[config.mk]
export PLATFORM = sky130hd
export DESIGN_NAME = i2s_loopback_proc
export DESIGN_NICKNAME = d
export VERILOG_FILES = /design/src/rtl/i2s_pkg.sv /design/src/rtl/i2s_sample_delay.sv /design/src/rtl/i2s_loopback_proc.sv
export SDC_FILE = /design/constraint.sdc
export NUM_CORES = 1
export LEC_CHECK = 0
export ABC_AREA = 0
export CAP_MARGIN = 40
export CORE_MARGIN = 2
export CORE_UTILIZATION = 64
export DETAILED_ROUTE_END_ITERATION = 6
export HOLD_SLACK_MARGIN = 0.15
export MAX_ROUTING_LAYER = met4
export PLACE_DENSITY_LB_ADDON = 0.3
export SYNTH_ARGS = -nofsm -noshare
export SYNTH_HDL_FRONTEND = slang
export SYNTH_SLANG_ARGS = --single-unit
export TNS_END_PERCENT = 100
[constraint.sdc]
create_clock -name clk -period 6.8 [get_ports clk]
set_input_delay 0.68 -clock clk [delete_from_list [all_inputs] [get_ports clk]]
set_output_delay 0.68 -clock clk [all_outputs]
set_load 0.1 [all_outputs]
[src/rtl/i2s_pkg.sv]
// i2s_pkg: shared routing modes, FSM encodings and peak window length for the I2S loopback block.
package i2s_pkg;

   localparam int MODE_LEFT   = 0;
   localparam int MODE_STEREO = 1;
   localparam int MODE_MIX    = 2;
   localparam int MODE_SWAP   = 3;

   localparam int PEAK_WINDOW = 1024;

   typedef enum logic [1:0] {
      WARMUP = 2'd0,
      FILL   = 2'd1,
      RUN    = 2'd2
   } state_t;

endpackage

[src/rtl/i2s_sample_delay.sv]
// i2s_sample_delay: circular store of DEPTH stereo pairs; one read-then-write access per frame at addr.
module i2s_sample_delay #(
   parameter int DATA_BITS = 24,
   parameter int DEPTH     = 16
) (
   input  logic                       clk,
   input  logic                       we,
   input  logic [$clog2(DEPTH)-1:0]   addr,
   input  logic [2*DATA_BITS-1:0]     wr_data,
   output logic [2*DATA_BITS-1:0]     rd_data
);

   logic [2*DATA_BITS-1:0] mem [DEPTH];
   logic [2*DATA_BITS-1:0] rd_data_q;

   // The read samples the slot's old contents before this frame overwrites it.
   always_ff @(posedge clk) begin
      if (we) begin
         rd_data_q  <= mem[addr];
         mem[addr]  <= wr_data;
      end
   end

   assign rd_data = rd_data_q;

endmodule

[src/rtl/i2s_loopback_proc.sv]
// i2s_loopback_proc: warm-up/fill/run loopback with frame delay, routing, gain and sticky clip.
// Define I2S_LOOPBACK_PEAK_EN to add the windowed |out_left| peak output.
module i2s_loopback_proc
   import i2s_pkg::*;
#(
   parameter int DATA_BITS      = 24,
   parameter int DELAY_DEPTH    = 16,
   parameter int STARTUP_CYCLES = 25_000_000,
   parameter int MODE           = 0
) (
`ifdef I2S_LOOPBACK_PEAK_EN
   output logic [DATA_BITS-2:0] peak,
`endif
   input  logic                 clk,
   input  logic                 rst,
   input  logic [DATA_BITS-1:0] in_left_data,
   input  logic [DATA_BITS-1:0] in_right_data,
   input  logic                 in_left_valid,
   input  logic                 in_right_valid,
   input  logic [1:0]           gain_shift,
   input  logic                 mute,
   input  logic                 clip_clr,
   output logic [DATA_BITS-1:0] out_left,
   output logic [DATA_BITS-1:0] out_right,
   output logic                 amp_en,
   output logic                 clip,
   output logic [1:0]           state
);

   localparam int DW = DATA_BITS;
   localparam int AW = $clog2(DELAY_DEPTH);
   localparam int WW = $clog2(STARTUP_CYCLES + 1);

   function automatic logic [DW:0] gain_sat(input logic [DW-1:0] v, input logic [1:0] sh);
      logic [DW+2:0] x;
      x = {{3{v[DW-1]}}, v} << sh;
      return (&x[DW+2:DW-1] || ~|x[DW+2:DW-1]) ? {1'b0, x[DW-1:0]}
                                               : {1'b1, x[DW+2], {(DW-1){~x[DW+2]}}};
   endfunction

   state_t          state_q;
   logic [WW-1:0]   warm_q;
   logic [AW-1:0]   ptr_q;
   logic [AW:0]     fill_q;
   logic            amp_en_q;
   logic [DW-1:0]   left_q, left_d;
   logic            s1_vld_q, s1_vld_d;
   logic [DW-1:0]   out_left_q, out_left_d, out_right_q, out_right_d;
   logic            sat_q, sat_d, clip_q, clip_d;
   logic [2*DW-1:0] rd_data;
   logic [DW-1:0]   rd_l, rd_r, mix, rt_l, rt_r;
   logic [DW:0]     mix_sum, gl, gr;
   logic            store;

   always_ff @(posedge clk or posedge rst) begin
      if (rst) begin
         state_q  <= WARMUP;
         warm_q   <= '0;
         ptr_q    <= '0;
         fill_q   <= '0;
         amp_en_q <= 1'b0;
      end else begin
         case (state_q)
            WARMUP: begin
               if (warm_q == WW'(STARTUP_CYCLES - 1)) begin
                  state_q  <= FILL;
                  amp_en_q <= 1'b1;
               end else begin
                  warm_q <= warm_q + 1'b1;
               end
            end
            FILL: begin
               if (in_right_valid) begin
                  ptr_q  <= ptr_q + 1'b1;
                  fill_q <= fill_q + 1'b1;
                  if (fill_q == (AW+1)'(DELAY_DEPTH - 1)) state_q <= RUN;
               end
            end
            RUN: begin
               if (in_right_valid) ptr_q <= ptr_q + 1'b1;
            end
            default: state_q <= WARMUP;
         endcase
      end
   end

   assign store = in_right_valid && state_q != WARMUP;

   i2s_sample_delay #(
      .DATA_BITS (DW),
      .DEPTH     (DELAY_DEPTH)
   ) u_delay (
      .clk     (clk),
      .we      (store),
      .addr    (ptr_q),
      .wr_data ({left_d, in_right_data}),
      .rd_data (rd_data)
   );

   assign rd_l    = rd_data[2*DW-1:DW];
   assign rd_r    = rd_data[DW-1:0];
   assign mix_sum = {rd_l[DW-1], rd_l} + {rd_r[DW-1], rd_r};
   assign mix     = DW'($signed(mix_sum) >>> 1);

   always_comb begin
      left_d      = in_left_valid ? in_left_data : left_q;
      s1_vld_d    = in_right_valid && state_q == RUN;
      rt_l        = MODE == MODE_SWAP ? rd_r : MODE == MODE_MIX ? mix : rd_l;
      rt_r        = MODE == MODE_LEFT ? '0 : MODE == MODE_STEREO ? rd_r : MODE == MODE_MIX ? mix : rd_l;
      gl          = gain_sat(rt_l, gain_shift);
      gr          = gain_sat(rt_r, gain_shift);
      out_left_d  = s1_vld_q ? (mute ? '0 : gl[DW-1:0]) : out_left_q;
      out_right_d = s1_vld_q ? (mute ? '0 : gr[DW-1:0]) : out_right_q;
      sat_d       = s1_vld_q && (gl[DW] || gr[DW]);
      clip_d      = sat_q || (clip_q && !clip_clr);
   end

   always_ff @(posedge clk or posedge rst) begin
      if (rst) begin
         left_q      <= '0;
         s1_vld_q    <= 1'b0;
         out_left_q  <= '0;
         out_right_q <= '0;
         sat_q       <= 1'b0;
         clip_q      <= 1'b0;
      end else begin
         left_q      <= left_d;
         s1_vld_q    <= s1_vld_d;
         out_left_q  <= out_left_d;
         out_right_q <= out_right_d;
         sat_q       <= sat_d;
         clip_q      <= clip_d;
      end
   end

`ifdef I2S_LOOPBACK_PEAK_EN
   localparam int PW = $clog2(PEAK_WINDOW);

   logic [PW-1:0]   win_q, win_d;
   logic [DW-2:0]   run_max_q, run_max_d, peak_q, peak_d, abs_v, cur_max;
   logic [DW-1:0]   neg_v;
   logic            win_end;

   // -MIN wraps back to MIN, so its set sign bit marks the case that saturates.
   always_comb begin
      neg_v     = -out_left_d;
      abs_v     = !out_left_d[DW-1] ? out_left_d[DW-2:0] : neg_v[DW-1] ? '1 : neg_v[DW-2:0];
      cur_max   = abs_v > run_max_q ? abs_v : run_max_q;
      win_end   = s1_vld_q && &win_q;
      win_d     = s1_vld_q ? win_q + 1'b1 : win_q;
      run_max_d = s1_vld_q ? (win_end ? '0 : cur_max) : run_max_q;
      peak_d    = win_end ? cur_max : peak_q;
   end

   always_ff @(posedge clk or posedge rst) begin
      if (rst) begin
         win_q     <= '0;
         run_max_q <= '0;
         peak_q    <= '0;
      end else begin
         win_q     <= win_d;
         run_max_q <= run_max_d;
         peak_q    <= peak_d;
      end
   end

   assign peak = peak_q;
`endif

   assign out_left  = out_left_q;
   assign out_right = out_right_q;
   assign amp_en    = amp_en_q;
   assign clip      = clip_q;
   assign state     = state_q;

endmodule

==> impl_metrics.tcl, run 1 <==
set metrics [dict create \
    min_period_over_period 0.4750 \
    place_congestion 0.7566 \
    cts_tree "done" \
    vias 9771 \
    cpPeakStageDelay_ns 0.88 \
    drtIter0Drc 1047 \
    clk_path_buf_depth 3 \
    synthArstFlopShare 0.1774 \
    hold_viol 0 \
    stdcell_count 1531 \
    cts_setup_buffers 0 \
    postCtsHoldBufs 0 \
    worst_path_max_delay_cell "dfrtp_4" \
    synthCells 976 \
    rows 64 \
    postSynthAreaPerCell_um2 20.26 \
    skew_ns 0.01534 \
    critical_path.top_delay_family "buffers and inverters" \
    rsz0062_at_grt "false" \
    cts_buffers 49 \
    ctsResizeCount 0 \
    place_inst 1441 \
    slew_violations 0 \
    drtPass1Iterations 5 \
    outcome "complete, no violations" \
    worstSetupPathType "reg2reg" \
    synth_area_leaders "edfxtp_1, mux4_2, dfrtp_1, mux2_2, buf_4" \
    grt_pass1_vias 10170 \
    period_needed_ns 3.230 \
    ys.flop_type "edfxtp_1" \
    hold_ws_ns 0.4284 \
    fp.dieW_um 179.8 \
    nets 1163 \
    synthToLayoutAreaGrowth_pct 15.01 \
    cts_root_buffer "clkbuf_16" \
    end_kind "register" \
    synth_edf_count 408 \
    antenna_found_initial 0 \
    hp-class "reg2reg" \
    drc 0 \
    ios 108 \
    crit_fanout 54 \
    place_ws_ns 3.218 \
    tightest_slew_ns 0.8404 \
    overflow 0 \
    wl_mm 40.13 \
    wire_per_inst_um 26.21 \
    crit_required_ns 7.07 \
    p_leak_nw 7.968 \
    synth_top_cell_by_area "edfxtp_1" \
    core_um2 30510 \
    cpMostUsedCell "buf_4" \
    vias_per_cell 6.382 \
    synth.cell_area_um2 19780 \
    cp.arrival_ns 3.50 \
    die_y_um 179.8 \
    synth_top_area_frac 0.6196 \
    ys_seq_area_frac 0.7309 \
    initial_utilization 0.6482 \
    hpwl_mm 22.33 \
    power_density_nw_per_um2 424.4 \
    antenna_cells 0 \
    track_usage 0.2625 \
    drive_gt1_frac 0.2626 \
    port_buffers 59 \
    clkSinkCount 496 \
    h-tree-depth 2 \
    power_mw 9.652 \
    peakVddDrop_uv 273.3 \
    clk_pin_slew_ns 0.06 \
    grt_max_degree 55 \
    die_area_um2 32320 \
    crit_chain "buf_4 -> inv_1 -> ha_1 -> and2_1 -> buf_4" \
    finalSetupTns_ns 0 \
    setup_violations 0 \
    critical_path_buf_inv_count 3 \
    antenna_left 0 \
    yosys_warnings 0 \
    drv_cap 0 \
    fmax_mhz 309.6 \
    ys_types 45 \
    timing.final.ws_setup_ns 3.570 \
    slew_headroom 0.4398 \
    grt_pass1_wl_mm 61.76 \
    start_kind "register" \
    ys_ff_latch 496 \
    clkLatencyLatePin_ns 0.55 \
]
-- routing by layer --
metal | global-route usage | wire length [µm]
met1 | 0.3682 | 16100
met2 | 0.4173 | 20150
met3 | 0.03707 | 2808
met4 | 0.06862 | 1064
met5 | - | 0
-- layout make-up --
class	instances	area [µm²]
inverters	54	205.2
clock buffers	66	1310
fillers	1613	7766
repair buffers	114	1254
clock inverters	24	205.2
multi-input cells	381	4811
well taps	396	495.5
flip-flops and latches	496	14460
-- cell usage in the layout (no fill, tap or decap), types with 8 or more instances in the layout --
| cell type | n |
|---|---|
| xnor2_1 | 18 |
| buf_4 | 25 |
| conb_1 | 24 |
| inv_1 | 53 |
| dfrtp_1 | 85 |
| buf_8 | 28 |
| nand2_1 | 25 |
| o221ai_1 | 22 |
| xor2_1 | 11 |
| ha_1 | 11 |
| clkbuf_16 | 49 |
| mux2_2 | 28 |
| clkinv_2 | 8 |
| nor2_1 | 21 |
| and2_1 | 18 |
| nand3_1 | 11 |
| clkbuf_1 | 15 |
| edfxtp_1 | 408 |
| mux4_2 | 137 |
| clkdlybuf4s50_1 | 59 |
| nand4_1 | 8 |
-- cell usage after synthesis (4+ instances only) --
master and count:
nand3_1 11, and3_1 4, clkbuf_1 20, inv_1 54, a21oi_1 7, buf_1 4
dfrtp_1 88, ha_1 11, and2_1 18, buf_2 14, edfxtp_1 408, nand2_1 25
xor2_1 11, xnor2_1 18, nor2_1 21, buf_4 27, mux2_2 28, nand4_1 8
o221ai_1 22, mux4_2 137
-- through the flow --
stage,utilization,area (µm²)
global placement,0.6802,20750
floorplan,-,19860
finish,0.7454,22740
CTS,0.7454,22740
global route,0.7454,22740
detailed placement,0.6958,21230
-- logic make-up after synthesis --
kind of cell	after synthesis	share of synthesized area
xor+xnor	29	0.01284
compound gates	44	0.01772
buf+inv	122	0.03031
mux	168	0.1735
other cells	1	0.0001896
simple gates	105	0.02759
fa+ha+maj	11	0.006960
flops	496	0.7309
-- registers in the layout, summed over array words and instances (netlist names) --
name,flops
warm_q,25
amp_en,1
ptr_q,4
state,2
s1_vld_q,1
clip,1
sat_q,1
u_delay.rd_data,24
u_delay.mem,384
fill_q,5
out_left,24
left_q,24
-- report_power, final --
part / internal, mW / switching [mW] / leakage [nW]
logic: 1.34 / 1.66 / 2.40
registers: 3.80 / 0.287 / 4.83
clock network: 1.47 / 1.09 / 0.734
-- worst paths after layout --
check                           startpoint                 end  slack, ns  depth (start not counted)
worst max-delay path              ptr_q[1]  u_delay.mem[4][29]       3.57                          5
worst min-delay path                 sat_q                clip       0.43                          1
worst max register to register    ptr_q[1]  u_delay.mem[4][29]       3.57                          5
worst min register to register       sat_q                clip       0.43                          1
max in group asynchronous              rst            ptr_q[0]       5.12                          3
min in group asynchronous              rst                clip       0.53                          2
Power figures use the tool's default switching activity.
==> run 2: changes to the inputs <==
--- a/config.mk
+++ b/config.mk
@@ -8,7 +8,7 @@
 export ABC_AREA = 0
 export CAP_MARGIN = 40
 export CORE_MARGIN = 2
-export CORE_UTILIZATION = 64
+export CORE_UTILIZATION = 60
 export DETAILED_ROUTE_END_ITERATION = 6
 export HOLD_SLACK_MARGIN = 0.15
 export MAX_ROUTING_LAYER = met4
==> constraint.sdc (replaced) <==
create_clock -name clk -period 3.3 [get_ports clk]
set_input_delay 0.33 -clock clk [delete_from_list [all_inputs] [get_ports clk]]
set_output_delay 0.33 -clock clk [all_outputs]
set_load 0.1 [all_outputs]
==> impl_metrics.tcl, run 2 (same netlist as run 1, synthesis figures left out) <==
set metrics [dict create \
    clk_path_buf_depth 3 \
    setup_violations 0 \
    met3_usage 0.04128 \
    die_y_um 185.5 \
    drive_gt1_frac 0.2817 \
    multi_input_area_um2 4816 \
    fmax_mhz 388.6 \
    ctsResizeCount 0 \
    antenna_left 0 \
    crit_required_ns 3.58 \
    place_ws_ns 0.6219 \
    nFillCells 1890 \
    layout_commonest_cell "edfxtp_1" \
    min_period_over_period 0.7797 \
    mostFrequentLayoutCells "edfxtp_1, mux4_2, dfrtp_1, clkdlybuf4s50_1, inv_1" \
    rows 66 \
    vias 9648 \
    hp-class "in2async" \
    fp.dieW_um 185.5 \
    drtIter0Drc 853 \
    antenna_found_initial 2 \
    grt_pass1_vias 9969 \
    regMostFlops "u_delay.mem" \
    grt_max_degree 54 \
    hold_viol 0 \
    reg_top3 "u_delay.mem x384, warm_q x25" \
    design_area_um2 23210 \
    core_um2 32540 \
    skew_ns 0.01164 \
    end_kind "register" \
    antenna_cells 0 \
    worstSetupPathType "reg2reg" \
    outcome "complete, no violations" \
    grt_pass1_wl_mm 61.04 \
    drc 0 \
    initial_utilization 0.6078 \
    cts_setup_buffers 0 \
    largest_reg_flops 384 \
    slew_headroom 0.5129 \
    grt_util_met1 0.3325 \
    power_mw 20.57 \
    regArea_um2 14470 \
    die_area_um2 34430 \
    wl_mm 40.18 \
    finalSetupTns_ns 0 \
    h-tree-depth 2 \
    nets 1177 \
    port_buffers 59 \
    slew_violations 0 \
    tightest_slew_ns 0.7306 \
    power_density_nw_per_um2 886.4 \
    overflow 0 \
    rsz0062_at_grt "false" \
    period_needed_ns 2.573 \
    start_kind "register" \
    cts_root_buffer "clkbuf_16" \
    place_area_um2 21500 \
    timing.final.ws_setup_ns 0.7270 \
    p_leak_nw 8.170 \
    drv_cap 0 \
    hpwl_mm 23.00 \
    grt_busiest_layer "met2" \
    cts_buffers 48 \
    postCtsHoldBufs 0 \
    clkLatencyLatePin_ns 0.56 \
    cp.arrival_ns 2.85 \
    grt.met2_usage 0.4207 \
    place_congestion 0.7709 \
    peakVddDrop_uv 720.6 \
    crit_fanout 46 \
    cts_tree "done" \
    drtPass1Iterations 5 \
    wire_per_inst_um 25.24 \
    clk_pin_slew_ns 0.06 \
    vias_per_cell 6.060 \
    track_usage 0.2536 \
    ios 108 \
    clkSinkCount 496 \
    synthToLayoutAreaGrowth_pct 17.37 \
]
## run 2: changes by cell type in the layout (fill, tap and decap cells not counted), sizes merged
cell and change:
clkinvlp +1, clkinv +3, clkbuf -12, bufinv +8
buf +15
## run 2: area by class of cell
class,count,share of cell area
clock buffer,54,0.05364
inverter,54,0.008841
clock inverter,36,0.01995
timing repair buffer,129,0.06307
multi-input combinational,381,0.2075
tap,442,0.02383
sequential,496,0.6232
## run 2: worst paths after layout
check / startpoint / slack, ns / to / cells past startpoint
worst max-delay path: ptr_q[1] / 0.73 / u_delay.rd_data[31] / 3
worst min-delay path: rst / 0.16 / sat_q / 2
worst max register to register: ptr_q[1] / 0.73 / u_delay.rd_data[31] / 3
worst min register to register: sat_q / 0.43 / clip / 1
max in group asynchronous: rst / 2.44 / left_q[18] / 3
min in group clk: clip_clr / 0.36 / clip / 3
## run 2: per-stage QoR
stage | hold slack (ns) | util | cells
2_1_floorplan | 0.4044 | - | 999
3_3_place_gp | 0.4095 | 0.6480 | 1474
3_5_place_dp | 0.4231 | 0.6609 | 1502
4_1_cts | 0.1603 | 0.7134 | 1592
5_1_grt | 0.1973 | 0.7134 | 1592
6_report | 0.1618 | 0.7134 | 1592
## run 2: layer usage
metal,wire length (µm),share of wire
met1,15810,0.39
met2,21000,0.52
met3,2515,0.063
met4,849,0.021
met5,0,0
## run 2: critical path: stages (launching register included)
cell	delay, ns
dfrtp_4	0.90
buf_4	0.44
mux4_2	0.39
mux4_2	0.53
## run 2: power by group
part	leakage [nW]	internal, mW	switching, mW
clock	0.830	3.58	2.28
sequential	4.83	7.82	0.606
combinational	2.51	2.85	3.44
